`src/rtl/busca_instrucao.sv`:
```
// Instruction fetch stage: holds PC and IR, fetches one word per instruction
// over a req/ack handshake and selects the next PC (jump target or PC+1).
module busca_instrucao #(
  parameter int unsigned       ADDR_W   = 12,
  parameter int unsigned       DATA_W   = 16,
  parameter logic [ADDR_W-1:0] RESET_PC = '0
) (
  input  logic              clk,
  input  logic              rst,
  output logic              imem_req,
  output logic [ADDR_W-1:0] imem_addr,
  input  logic              imem_ack,
  input  logic [DATA_W-1:0] imem_data,
  output logic [3:0]        opcode,
  output logic [ADDR_W-1:0] operand,
  output logic              instr_valid,
  input  logic              exec_done,
  input  logic              pc_src,
  input  logic              jmp_uncond,
  output logic [ADDR_W-1:0] pc
);

  localparam int unsigned OP_W = 4;

  typedef enum logic {
    S_FETCH = 1'b0,
    S_EXEC  = 1'b1
  } state_t;

  state_t            state;
  state_t            state_next;
  logic [OP_W-1:0]   ir_op;
  logic [OP_W-1:0]   ir_op_next;
  logic [ADDR_W-1:0] ir_operand;
  logic [ADDR_W-1:0] ir_operand_next;
  logic [ADDR_W-1:0] pc_next;
  logic              take_jump;

  // State, PC and IR registers
  always_ff @(posedge clk or posedge rst) begin
    if (rst) begin
      state      <= S_FETCH;
      pc         <= RESET_PC;
      ir_op      <= '0;
      ir_operand <= '0;
    end else begin
      state      <= state_next;
      pc         <= pc_next;
      ir_op      <= ir_op_next;
      ir_operand <= ir_operand_next;
    end
  end

  assign take_jump = pc_src | jmp_uncond;

  // Next-state, IR load and PC selection
  always_comb begin
    state_next      = state;
    pc_next         = pc;
    ir_op_next      = ir_op;
    ir_operand_next = ir_operand;
    case (state)
      S_FETCH: begin
        if (imem_ack) begin
          ir_op_next      = imem_data[DATA_W-1 -: OP_W];
          ir_operand_next = imem_data[ADDR_W-1:0];
          state_next      = S_EXEC;
        end
      end
      S_EXEC: begin
        if (exec_done) begin
          // PC+1 wraps naturally at ADDR_W bits
          pc_next    = take_jump ? ir_operand : pc + ADDR_W'(1);
          state_next = S_FETCH;
        end
      end
      default: state_next = S_FETCH;
    endcase
  end

  // Moore outputs; request is held low for as long as reset is asserted
  assign imem_req    = (state == S_FETCH) && !rst;
  assign imem_addr   = pc;
  assign instr_valid = (state == S_EXEC);
  assign opcode      = ir_op;
  assign operand     = ir_operand;

endmodule

```
`config.mk`:
```
export PLATFORM = sky130hd
export DESIGN_NAME = busca_instrucao
export DESIGN_NICKNAME = d
export VERILOG_FILES = /design/src/rtl/busca_instrucao.sv
export SDC_FILE = /design/constraint.sdc
export NUM_CORES = 1
export LEC_CHECK = 0
export CAP_MARGIN = 10
export CORE_UTILIZATION = 30
export CTS_CLUSTER_DIAMETER = 100
export DETAILED_ROUTE_END_ITERATION = 6
export DONT_BUFFER_PORTS = 1
export PLACE_DENSITY = 0.49
export SKIP_LAST_GASP = 1
export SYNTH_ARGS = -nofsm -noshare
export SYNTH_HDL_FRONTEND = slang
export SYNTH_SLANG_ARGS = --single-unit
export TNS_END_PERCENT = 10
```
`constraint.sdc`:
```
create_clock -name clk -period 2.05 [get_ports clk]
set_input_delay 0.3075 -clock clk [delete_from_list [all_inputs] [get_ports clk]]
set_output_delay 0.3075 -clock clk [all_outputs]
set_load 0.01 [all_outputs]
```
==> flow_metrics.tcl <==
set metrics [dict create \
    gp_congestion 0.826 \
    nets 159 \
    p_leak_nw 0.641 \
    drive_above_1_share 0.265 \
    slowest_stage "dfrtp_1" \
    grt_max_degree 30 \
    crit_path_max_incr_delay_ps 540 \
    setup_violations 0 \
    wirelength_um 3360 \
    synthArstFlopShare 1.00 \
    fp.dieW_um 72.2 \
    viasPerCell 5.25 \
    critical_path.max_fanout 7 \
    cts_resized 0 \
    yosysTopAreaCell "dfrtp_1" \
    yosys_warnings 0 \
    synth_seq_cells 29 \
    avgRoutedWirePerCell_um 16.5 \
    cts_hold_buffers 0 \
    grt_util_all_layers 0.143 \
    die_area_mm2 0.00522 \
    io_buffers 0 \
    irDropWorstVdd_mv 0.441 \
    cts_inserted_buffers 5 \
    coreArea_mm2 0.00472 \
    drt_iter0_drc 124 \
    cts.sinks 29 \
    finalHoldViolations 29 \
    finalCritPeriodShare 0.756 \
    ys_seq_area_frac 0.490 \
    grt_antenna_before_repair 0 \
    crit_buf_inv 0 \
    synth_nets 161 \
    grt_pass1_vias 1076 \
    cap_viol_max_count 0 \
    synth_top_area_share 0.490 \
    period_needed_ps 1550 \
    root_buffer "clkbuf_8" \
    post_cts_buffers 0 \
    finalClockSkew_ps 3.53 \
    status "finished, violations left" \
    fin_setup_tns_ps 0 \
    yosysMostFrequentCell "dfrtp_1" \
    cp_data_arrival_time_ps 1710 \
    drt-pass1-iter-count 5 \
    synth_ff_type "dfrtp_1" \
    worstSetupPathType "reg2reg" \
    slew_headroom 0.751 \
    syn_inst 138 \
    cellPowerDensity_mw_per_mm2 1260 \
    avgSynthCellArea_um2 10.7 \
    synthDistinctLibCells 34 \
    cts_buffer_depth 2 \
    htreeDepth 2 \
    grt_pass1_wl_um 5550 \
    n_antenna_cell 0 \
    vias 1065 \
    final_max_slew_viol_count 0 \
    crit_required_ps 2210 \
    synthTopCellsByCount "dfrtp_1 (29), a21oi_1 (16), mux2_2 (16)" \
    ant_nets 0 \
    rows 25 \
    hold_path_class "in2async" \
    path_cells "nand3_2 > o311ai_2 > o41ai_1 > a221o_1" \
    die_y_um 72.2 \
    synth_area_mm2 0.00148 \
    fin_total_pwr_w 0.00201 \
    io_pins 64 \
    violations "negative hold slack" \
    cpLargestDelayFamily "compound AO/OA/AOI/OAI gates" \
    drc 0 \
    tightest_slew_ps 373 \
    dp_hpwl_um 2460 \
    grt_overflow_total 0 \
    cp-start-kind "register" \
    area_growth_syn_to_layout_pct 7.52 \
    rsz0062_at_grt "false" \
    start_util 0.313 \
    path_clk_slew_ps 60 \
    synth.area.top_cells "dfrtp_1 (49%), mux2_2 (12%), buf_4 (6.1%), a21oi_1 (5.4%), nand3_1 (2.0%)" \
    endpoint_kind "register" \
    clkLatencyLatePin_ps 280 \
    synth_edf_count 0 \
    tritoncts "built" \
    max_freq_mhz 645 \
    hold_slack_ps -10.6 \
]
## routing by layer
layer / GRT usage / vias up / routed length, um
met2: 0.211 / 50 / 1640
met1: 0.171 / 517 / 1370
li1: - / 491 / -
met3: 0.0597 / 7 / 258
met4: 0.0937 / 0 / 83
met5: 0 / - / 0
## cells in the final DEF, fill, tap and decap left out, types with 2 or more instances in the layout
cell type   n
clkbuf_8    6
nor2_1      7
a221o_1     2
nor4_1      2
a21oi_1    16
mux2_2     16
nand2_1     8
mux2i_1     2
o21ai_0     4
inv_1       3
nand3_1     6
dfrtp_1    29
buf_4       9
or3_1       2
o41ai_1     2
o22ai_1     4
## cells by family after synthesis
logic type	after synthesis	share of synthesized area
flip-flops	29	0.490
buffers and inverters	21	0.0930
multiplexers	18	0.135
adder cells (fa/ha/maj)	1	0.00845
AND/OR/NAND/NOR	33	0.112
AO/OA/AOI/OAI	36	0.161
## metrics by stage
stage	cells	setup slack (ps)	instance area (um^2)	utilization
6_report	203	500	1590	0.337
5_1_grt	203	363	1590	0.337
4_1_cts	203	498	1590	0.337
3_5_place_dp	196	503	1510	0.319
3_3_place_gp	196	527	1510	0.319
2_1_floorplan	138	520	1480	-
## registers in the layout (all words and copies together), names as in the netlist
register / count
operand: 12
imem_addr: 12
opcode: 4
instr_valid: 1
## worst paths after layout
| check | startpoint | to | slack [ps] | depth (start not counted) |
|---|---|---|---|---|
| max | imem_addr[4] | imem_addr[10] | 500 | 4 |
| min | rst | operand[1] | -10 | 2 |
| max reg2reg | imem_addr[4] | imem_addr[10] | 500 | 4 |
| min reg2reg | opcode[0] | opcode[0] | 580 | 1 |
| max in group asynchronous | rst | imem_addr[9] | 1790 | 2 |
| min in group clk | imem_data[6] | operand[6] | 170 | 1 |
## report_power, final
group          leakage [nW]  switching (W)  internal, W  total (W)
Combinational         0.263       0.000286     0.000227   0.000513
Sequential            0.333       0.000290     0.000732    0.00102
Clock                0.0443       0.000207     0.000266   0.000472
Total                 0.641       0.000783      0.00122    0.00201
## cell type report
cell class,instances,area [um^2]
tap,67,83.8
timing repair buffer,9,67.6
inverter,3,11.3
clock buffer,7,86.3
fill,485,3130
sequential,29,726
multi-input combinational,88,617
Power figures use the tool's default switching activity.
